## config.mk

```make
export PLATFORM = sky130hd
export DESIGN_NAME = dma_ctrl_sequencer_flat
export DESIGN_NICKNAME = d
export VERILOG_FILES = /design/src/rtl/dma_ctrl_sequencer_if.sv /design/src/rtl/dma_ctrl_sequencer.sv /design/src/flat_wrapper.sv
export SDC_FILE = /design/constraint.sdc
export NUM_CORES = 1
export LEC_CHECK = 0
export ABC_AREA = 1
export CORE_UTILIZATION = 45
export CTS_CLUSTER_DIAMETER = 40
export CTS_CLUSTER_SIZE = 40
export DETAILED_ROUTE_END_ITERATION = 12
export HOLD_SLACK_MARGIN = 0.06
export PLACE_DENSITY = 0.79
export SETUP_SLACK_MARGIN = 0.15
export SLEW_MARGIN = 10
export SYNTH_ARGS = -nofsm -noshare
export SYNTH_HDL_FRONTEND = slang
export SYNTH_SLANG_ARGS = --single-unit
```

## constraint.sdc

```tcl
create_clock -name clk -period 4.6 [get_ports clk]
set_input_delay 0.92 -clock clk [delete_from_list [all_inputs] [get_ports clk]]
set_output_delay 0.92 -clock clk [all_outputs]
set_load 0.02 [all_outputs]
```

## src/rtl/dma_ctrl_sequencer_if.sv

```systemverilog
// Bus bundle between the sequencer and its instruction store / memory-IO side.
//   instr_addr  : program counter driven by the sequencer
//   instr_req   : instruction fetch request
//   instr_valid : instr_data valid, completes the fetch
//   instr_data  : 24-bit instruction word
//   mem_addr    : lw/sw address
//   mem_req     : memory/IO request, held until mem_ack
//   mem_we      : 1 = store, 0 = load
//   io_sel      : 1 selects the IO device, 0 selects memory
//   mem_ack     : completes a memory/IO transfer
// master = sequencer side, slave = instruction store / memory side.
interface dma_ctrl_sequencer_if #(
  parameter int PC_W = 8
);
  logic [PC_W-1:0] instr_addr;
  logic            instr_req;
  logic            instr_valid;
  logic [23:0]     instr_data;
  logic [7:0]      mem_addr;
  logic            mem_req;
  logic            mem_we;
  logic            io_sel;
  logic            mem_ack;

  modport master (
    output instr_addr, instr_req, mem_addr, mem_req, mem_we, io_sel,
    input  instr_valid, instr_data, mem_ack
  );

  modport slave (
    input  instr_addr, instr_req, mem_addr, mem_req, mem_we, io_sel,
    output instr_valid, instr_data, mem_ack
  );
endinterface

```

## src/rtl/dma_ctrl_sequencer.sv

```systemverilog
// Fetch/decode/sequence stage feeding the register file. Fetches 24-bit words,
// decodes them into register-file controls and runs the lw/sw memory/IO
// handshake, from a start pulse until HALT or an error (fetch/ack timeout or
// illegal opcode).
// Ports:
//   clk, rst_n        : clock, asynchronous active-low reset
//   start             : 1-cycle pulse, starts at PC=0 when idle
//   bus               : instruction fetch and memory/IO handshake (master side)
//   op, op_type       : decoded opcode and type (op_type = instr[21:20])
//   Readreg1/2        : rs1 / rs2
//   Writereg          : rd for ALU ops
//   next_source       : {4'b0,rd}, store source register
//   destination       : {4'b0,rd}, load destination register
//   RegWrite          : register file write enable (EXEC and WB only)
//   busy, done, err   : running, HALT retire pulse, sticky error
//   instr_count       : retired instructions incl. HALT, saturating
module dma_ctrl_sequencer #(
  parameter int PC_W    = 8,
  parameter int TIMEOUT = 15,
  parameter int CNT_W   = 16
) (
  input  logic                  clk,
  input  logic                  rst_n,
  input  logic                  start,
  dma_ctrl_sequencer_if.master  bus,
  output logic [1:0]            op,
  output logic [1:0]            op_type,
  output logic [3:0]            Readreg1,
  output logic [3:0]            Readreg2,
  output logic [3:0]            Writereg,
  output logic [7:0]            next_source,
  output logic [7:0]            destination,
  output logic                  RegWrite,
  output logic                  busy,
  output logic                  done,
  output logic                  err,
  output logic [CNT_W-1:0]      instr_count
);
  localparam int TCNT_W = $clog2(TIMEOUT + 1);
  localparam logic [TCNT_W-1:0] TLAST = TCNT_W'(TIMEOUT - 1);

  typedef enum logic [2:0] {IDLE, FETCH, DECODE, EXEC, MEM, WB} state_t;

  state_t            state, state_nx;
  logic [PC_W-1:0]   pc;
  logic [TCNT_W-1:0] tcnt;
  logic [7:0]        mem_addr_r;
  logic              start_acc, capture, retire, adv_pc, fault;
  logic              instr_req, mem_req, mem_we, io_sel;
  logic              tmo;

  // tcnt counts completed cycles in the current state; the TIMEOUT-th cycle
  // still accepts instr_valid / mem_ack before faulting.
  assign tmo = (tcnt == TLAST);

  assign bus.instr_addr = pc;
  assign bus.instr_req  = instr_req;
  assign bus.mem_addr   = mem_addr_r;
  assign bus.mem_req    = mem_req;
  assign bus.mem_we     = mem_we;
  assign bus.io_sel     = io_sel;

  always_ff @(posedge clk or negedge rst_n) begin
    if (!rst_n) state <= IDLE;
    else        state <= state_nx;
  end

  always_comb begin
    state_nx  = state;
    start_acc = 1'b0;
    capture   = 1'b0;
    retire    = 1'b0;
    adv_pc    = 1'b0;
    fault     = 1'b0;
    done      = 1'b0;
    RegWrite  = 1'b0;
    instr_req = 1'b0;
    mem_req   = 1'b0;
    mem_we    = 1'b0;
    io_sel    = 1'b0;
    busy      = (state != IDLE);
    case (state)
      IDLE: begin
        if (start) begin
          start_acc = 1'b1;
          state_nx  = FETCH;
        end
      end
      FETCH: begin
        instr_req = 1'b1;
        if (bus.instr_valid) begin
          capture  = 1'b1;
          state_nx = DECODE;
        end else if (tmo) begin
          fault    = 1'b1;
          state_nx = IDLE;
        end
      end
      DECODE: begin
        if (op == 2'b00 && op_type == 2'b01) begin
          done     = 1'b1;
          retire   = 1'b1;
          state_nx = IDLE;
        end else if (!op[1] && op_type == 2'b10) begin
          fault    = 1'b1;
          state_nx = IDLE;
        end else if (op[1]) begin
          state_nx = EXEC;
        end else begin
          state_nx = MEM;
        end
      end
      EXEC: begin
        RegWrite = 1'b1;
        retire   = 1'b1;
        adv_pc   = 1'b1;
        state_nx = FETCH;
      end
      MEM: begin
        mem_req = 1'b1;
        mem_we  = (op == 2'b00);
        io_sel  = (op_type == 2'b11);
        if (bus.mem_ack) begin
          if (op == 2'b00) begin
            retire   = 1'b1;
            adv_pc   = 1'b1;
            state_nx = FETCH;
          end else begin
            state_nx = WB;
          end
        end else if (tmo) begin
          fault    = 1'b1;
          state_nx = IDLE;
        end
      end
      WB: begin
        RegWrite = 1'b1;
        retire   = 1'b1;
        adv_pc   = 1'b1;
        state_nx = FETCH;
      end
      default: state_nx = IDLE;
    endcase
  end

  always_ff @(posedge clk or negedge rst_n) begin
    if (!rst_n) begin
      pc          <= '0;
      tcnt        <= '0;
      err         <= 1'b0;
      instr_count <= '0;
      op          <= 2'b00;
      op_type     <= 2'b01;
      Readreg1    <= '0;
      Readreg2    <= '0;
      Writereg    <= '0;
      next_source <= '0;
      destination <= '0;
      mem_addr_r  <= '0;
    end else begin
      if (state_nx != state)  tcnt <= '0;
      else if (tcnt != TLAST) tcnt <= tcnt + TCNT_W'(1);

      if (start_acc) begin
        pc          <= '0;
        err         <= 1'b0;
        instr_count <= '0;
      end
      if (fault) err <= 1'b1;
      if (retire && instr_count != '1) instr_count <= instr_count + CNT_W'(1);
      if (adv_pc) pc <= pc + PC_W'(1);

      // Fetch -> decode boundary: fields stay frozen until the next fetch.
      if (capture) begin
        op          <= bus.instr_data[23:22];
        op_type     <= bus.instr_data[21:20];
        Writereg    <= bus.instr_data[19:16];
        next_source <= {4'b0, bus.instr_data[19:16]};
        destination <= {4'b0, bus.instr_data[19:16]};
        Readreg1    <= bus.instr_data[15:12];
        Readreg2    <= bus.instr_data[11:8];
        mem_addr_r  <= bus.instr_data[7:0];
      end

      // Leaving for IDLE parks op/type on the neutral HALT encoding.
      if (state_nx == IDLE && state != IDLE) begin
        op      <= 2'b00;
        op_type <= 2'b01;
      end
    end
  end
endmodule

```

## src/flat_wrapper.sv

```systemverilog
// flat-port wrapper written by rule: the top's interface ports become plain ports
module dma_ctrl_sequencer_flat 
#(
  parameter int PC_W    = 8,
  parameter int TIMEOUT = 15,
  parameter int CNT_W   = 16
)
  (clk, rst_n, start, op, op_type, Readreg1, Readreg2, Writereg, next_source, destination, RegWrite, busy, done, err, instr_count, bus_instr_addr, bus_instr_req, bus_mem_addr, bus_mem_req, bus_mem_we, bus_io_sel, bus_instr_valid, bus_instr_data, bus_mem_ack);
  dma_ctrl_sequencer_if #(.PC_W(PC_W)) bus_i ();
  input  logic clk;
  input  logic rst_n;
  input  logic start;
  output logic [1:0] op;
  output logic [1:0] op_type;
  output logic [3:0] Readreg1;
  output logic [3:0] Readreg2;
  output logic [3:0] Writereg;
  output logic [7:0] next_source;
  output logic [7:0] destination;
  output logic RegWrite;
  output logic busy;
  output logic done;
  output logic err;
  output logic [CNT_W-1:0] instr_count;
  output wire logic [$bits(bus_i.instr_addr)-1:0] bus_instr_addr;
  output wire logic [$bits(bus_i.instr_req)-1:0] bus_instr_req;
  output wire logic [$bits(bus_i.mem_addr)-1:0] bus_mem_addr;
  output wire logic [$bits(bus_i.mem_req)-1:0] bus_mem_req;
  output wire logic [$bits(bus_i.mem_we)-1:0] bus_mem_we;
  output wire logic [$bits(bus_i.io_sel)-1:0] bus_io_sel;
  input wire logic [$bits(bus_i.instr_valid)-1:0] bus_instr_valid;
  input wire logic [$bits(bus_i.instr_data)-1:0] bus_instr_data;
  input wire logic [$bits(bus_i.mem_ack)-1:0] bus_mem_ack;
  assign bus_instr_addr = bus_i.instr_addr;
  assign bus_instr_req = bus_i.instr_req;
  assign bus_mem_addr = bus_i.mem_addr;
  assign bus_mem_req = bus_i.mem_req;
  assign bus_mem_we = bus_i.mem_we;
  assign bus_io_sel = bus_i.io_sel;
  assign bus_i.instr_valid = bus_instr_valid;
  assign bus_i.instr_data = bus_instr_data;
  assign bus_i.mem_ack = bus_mem_ack;
  dma_ctrl_sequencer #(.PC_W(PC_W), .TIMEOUT(TIMEOUT), .CNT_W(CNT_W)) u_core (.clk(clk), .rst_n(rst_n), .start(start), .bus(bus_i), .op(op), .op_type(op_type), .Readreg1(Readreg1), .Readreg2(Readreg2), .Writereg(Writereg), .next_source(next_source), .destination(destination), .RegWrite(RegWrite), .busy(busy), .done(done), .err(err), .instr_count(instr_count));
endmodule
```

# Word level (Yosys, flattened, before mapping)

Index checks and enable logic that the tools add are counted.

Add/subtract/negate cells: 3
Multiply operators: 0
Divide/modulo/power cells: 0
Order comparisons: 0
Eq/ne operators: 12
Shift operators: 0
Multiplexer cells: 42
Bitwise operators: 0
Reductions and logical operators: 15

Operator list:

| operator                | count |
|---|---|
| $mux W16                | 2 |
| $mux W3                 | 8 |
| $mux W1                 | 20 |
| $add A16 B1 Y16 const B | 1 |
| $mux W8                 | 2 |
| $ne A16 B16 Y1 const B  | 1 |
| $pmux W3 S5             | 1 |
| $reduce_bool A2 Y1      | 5 |
| $add A8 B1 Y8 const B   | 1 |
| $mux W2                 | 4 |
| $mux W4                 | 2 |
| $eq A3 B2 Y1 const B    | 2 |
| $eq A3 B3 Y1 const B    | 2 |
| $logic_not A3 Y1        | 2 |
| $pmux W1 S3             | 2 |
| $add A4 B1 Y4 const B   | 1 |
| $eq A2 B2 Y1 const B    | 2 |
| $eq A4 B4 Y1 const B    | 1 |
| $logic_and A1 B1 Y1     | 4 |
| $ne A4 B4 Y1 const B    | 1 |
| $eq A3 B1 Y1 const B    | 1 |
| $ne A3 B3 Y1            | 1 |
| $reduce_bool A3 Y1      | 1 |
| $eq A2 B1 Y1 const B    | 1 |
| other kinds (4)         | 4 |

Register bits after elaboration: 56
Latch bits: 0
Bits in writable memories: 0
ROM bits: 0
Input port bits: 29
Output and inout port bits: 72
Word-level logic and storage cells: 83
Memories: 0

# Longest topological paths before layout

Word-level depth: 8
Depth in mapped cells: 12
Gate-level depth less buffers: 11

# Worst setup path before layout

OpenSTA, ideal clock, no wires.

Kind: register to output
Start point: register u_core.op_type[0]
End point: output port bus_io_sel
Arrival: 1.165 ns
Data required time: 3.680 ns
Path slack: 2.515 ns
Stages on the path, launching flop included: 3
Buffers on the path: 0
Cell sequence: dfstp_2 inv_1 nor3_1

Longest elaborated chain between the ends: 2

RTL lines:

| what                   | line                      | text |
|---|---|---|
| from (decl)            | dma_ctrl_sequencer.sv:27  | `output logic [1:0] op_type,` |
| from (signal assigned) | dma_ctrl_sequencer.sv:176 | `op_type <= bus.instr_data[21:20];` |
| $eq A2 B2 Y1           | dma_ctrl_sequencer.sv:122 | `io_sel = (op_type == 2'b11);` |
| $mux W1                | dma_ctrl_sequencer.sv:82  | `case (state)` |
| to (decl)              | flat_wrapper.sv:30        | `output wire logic [$bits(bus_i.io_sel)-1:0] bus_io_sel;` |

No other way between the ends.

# Worst setup path in the final report

Start point: register u_core.state[2]
End point: output port done

Longest elaborated chain between the ends: 2

RTL lines:

| what                   | line                     | text |
|---|---|---|
| from (decl)            | dma_ctrl_sequencer.sv:44 | `state_t state, state_nx;` |
| from (signal assigned) | dma_ctrl_sequencer.sv:65 | `else state <= state_nx;` |
| $eq A3 B2 Y1           | dma_ctrl_sequencer.sv:82 |  |
| $mux W1                | dma_ctrl_sequencer.sv:82 |  |
| to (decl)              | flat_wrapper.sv:22       | `output logic done;` |

No other way between the ends.

==> summary.txt <==
Clock tree
  – TritonCTS clock tree: built
  – CTS resizes: 0
  – H-tree Lvls: 2
  – CTS Hold Bufs: 0
  – CTS sink count: 56
  – Clk buf depth: 2
  – CTS root buf: clkbuf_8
  – Post-CTS setup buffers: 0
  – Worst-Skew Late Latency: slightly above 300 ps
  – Clock buffer count from CTS: 5
  – CTS clk-pin slew, worst paths: around 100 ps

Timing
  – RSZ-0062 raised after global routing: no
  – Max-slew headroom: 0.453
  – Slew Viols, Final: 0
  – Final period util: 0.646
  – Minimum clock period: between 2000 and 3000 ps
  – Maximum clock rate: roughly 0.34 GHz
  – Endpoints failing setup: 0
  – Clock skew: between 6 and 7 ps
  – Final hold violations: 0
  – Setup TNS: 0 ps
  – Pin slew with the least headroom to its limit: ~820 ps

Cells and area
  – Layout overhead on the synthesized area: 32.5%
  – Most frequent cells in the layout: 114 x nand2_1, 91 x clkdlybuf4s50_1, 55 x dfrtp_1, 36 x nand3_1, 29 x inv_1
  – Final nets: 484
  – Most common cell after layout, fill and taps aside: nand2_1
  – Layout cells sized above 1: 0.0619
  – Antenna cells: 0

Route
  – DR vias/cell: a little under 5
  – WL final: approximately 6.5 mm
  – DR pass1 iterations: 8
  – Post-DRT Antenna Nets: 0
  – Vias: approximately 2.6k
  – DR WL/cell: approximately 12 um
  – Residual DRC: 10
  – DRT iter0 DRCs: between 100 and 150

Yosys
  – Yosys reg bits: 56
  – Synth area leader: dfrtp_1
  – Yosys cell types: 36
  – Syn_area_per_cell: between 8 and 9 um^2
  – Syn Inst Count: 370
  – Area share of the leading cell type in the synthesized netlist: 0.456
  – Top cells by area, synth: dfrtp_1 46%, nand2_1 14%, nand3_1 6.0%
  – Post-Syn Area: between 0.003 and 0.004 mm^2
  – Sequential area share after synthesis: 0.465
  – Warnings from Yosys: 0

Power
  – Switch share: 0.435
  – Pwr Total: approximately 2.3 mW
  – Power Dens Cells: 583 mW/mm^2
  – Power Internal: approximately 1.3 mW
  – Max VDD drop: 0.000306 V
  – Combinational power share: 0.520
  – Clock share of power: 0.151
  – Leak: approximately 1.9 nW
  – Switching pwr: between 1 and 1.5 mW
  – Reg power frac: 0.328

Worst setup path
  – Worst EP arrival: 2050 ps
  – Worst path depth: 5
  – Critical Path Start: u_core.state[2]
  – Crit path kind: flop to primary output
  – FF-to-FF End: u_core.op_type[1]
  – Reg2reg path depth: 7
  – Reg2reg start: u_core.state[2]
  – Cell family with most CP delay: buffers and inverters
  – Crit-path slowest cell: clkdlybuf4s50_1
  – WP buf/inv: 2
  – Critical path's largest stage delay: 590 ps
  – R2r setup slk: 2480 ps
  – CP Launch Type: flop
  – Worst Setup EP: done
  – CP required: ~3700 ps
  – CP max FO: 9
  – CP Capture Type: primary output
  – Critical path cell sequence: nor2_1 > nand2_1 > or2_1 > inv_1 > clkdlybuf4s50_1

GRT
  – First-pass GRT wire length: 10.9 mm
  – Total GRT Usage: 0.190
  – Largest net degree at the start of global routing: 37
  – Number of global-route vias before repair: around 2.5k
  – Overflow after GRT: 0
  – Initial antenna violation count: 0

Run status
  – Status: finished, violations left
  – Violated checks: design-rule violations

Floorplan
  – Initial Util: 0.470
  – Core footprint: ~0.0064 mm^2
  – Die W: ~84 um
  – Site Rows: 29
  – Ports: 101
  – Die Y: roughly 84 um
  – Die area: around 0.007 mm^2

Run
  – Max-cap viol count: 0

Place
  – Port Buffer Count: 92
  – RePlAce Congestion: between 0.8 and 0.9
  – Dpl hpwl: 4.84 mm

Min path
  – Hold crit path type: flop to flop
==> synthesized netlist by cell type (all sizes together) <==
cell	instances
nand2	119
dfrtp	55
nand3	36
inv	32
buf	24
o21ai	24
nor2	21
xor2	14
nor3	12
a21oi	5
ha	4
nand4	4
a21boi	3
o22ai	3
and2	2
clkbuf	2
or2	2
xnor2	2
a31o	1
a31oi	1
conb	1
dfstp	1
nand3b	1
o211ai	1
==> power by group through the flow <==
stage	clock network (mW)	registers (mW)	logic [mW]
after global placement	0	0.770	1.20
after CTS	0.361	0.767	1.23
final	0.353	0.765	1.21
after global routing	0.384	0.785	1.33
after detailed placement	0	0.770	1.23
after floorplan	0	0.887	0.695
==> final cells by class <==
class	count	area [um^2]
sequential	56	1400
timing repair buffer	93	923
multi-input combinational	263	1330
clock inverter	1	30.0
fill	578	2420
inverter	32	120
tap	77	96.3
clock buffer	7	96.3
==> flip-flops by register name (all words and copies together), names as in the netlist <==
register,count
u_core.tcnt,4
u_core.Readreg2,4
u_core.err,1
u_core.state,3
u_core.bus.instr_addr,8
u_core.op_type,2
u_core.Readreg1,4
u_core.op,2
u_core.instr_count,16
u_core.bus.mem_addr,8
u_core.Writereg,4
==> worst min-delay path by stage <==
stage / startpoint / depth (start not counted) / end
2_1_floorplan: u_core.op_type[0] / 2 / u_core.op_type[0]
3_3_place_gp: u_core.Readreg2[2] / 2 / u_core.Readreg2[2]
3_5_place_dp: u_core.bus.mem_addr[2] / 2 / u_core.bus.mem_addr[2]
4_1_cts: u_core.Readreg1[0] / 2 / u_core.Readreg1[0]
5_1_grt: u_core.Readreg1[1] / 2 / u_core.Readreg1[1]
6_report: u_core.Readreg1[0] / 2 / u_core.Readreg1[0]
==> cells by family (layout without fill, tap and decap cells) <==
family | after synthesis | count (layout) | synth area share
adders and majority gates | 4 | 4 | 0.0166
AOI/OAI and AO/OA | 38 | 38 | 0.0767
and+or+nand+nor | 197 | 197 | 0.291
xor gates and xnor gates | 16 | 16 | 0.0464
other | 1 | 8 | 0.00124
buffers and inverters | 58 | 133 | 0.104
DFF | 56 | 56 | 0.465
==> metrics by stage <==
stage	hold WS, ps	area [um^2]	util	cells	setup slack [ps]
after CTS	490	4000	0.622	529	1620
final	484	4000	0.622	529	1630
after global placement	455	3870	0.603	521	1890
after global routing	512	4000	0.622	529	1520
after floorplan	539	3040	-	377	2520
after detailed placement	462	3870	0.603	521	1790
==> routing by layer <==
metal	GRT usage	wire, um	vias up
li1	-	-	1325
met5	0	0	-
met4	0.0486	65	0
met2	0.319	3080	78
met1	0.239	2950	1197
met3	0.0574	444	7
==> tightest hold or removal path: cells and delay by family (launching register included) <==
family / cells / cell delay, ps
DFF: 1 / 360
and+or+nand+nor: 2 / 100
No activity file was read; power rests on OpenSTA's default activity.
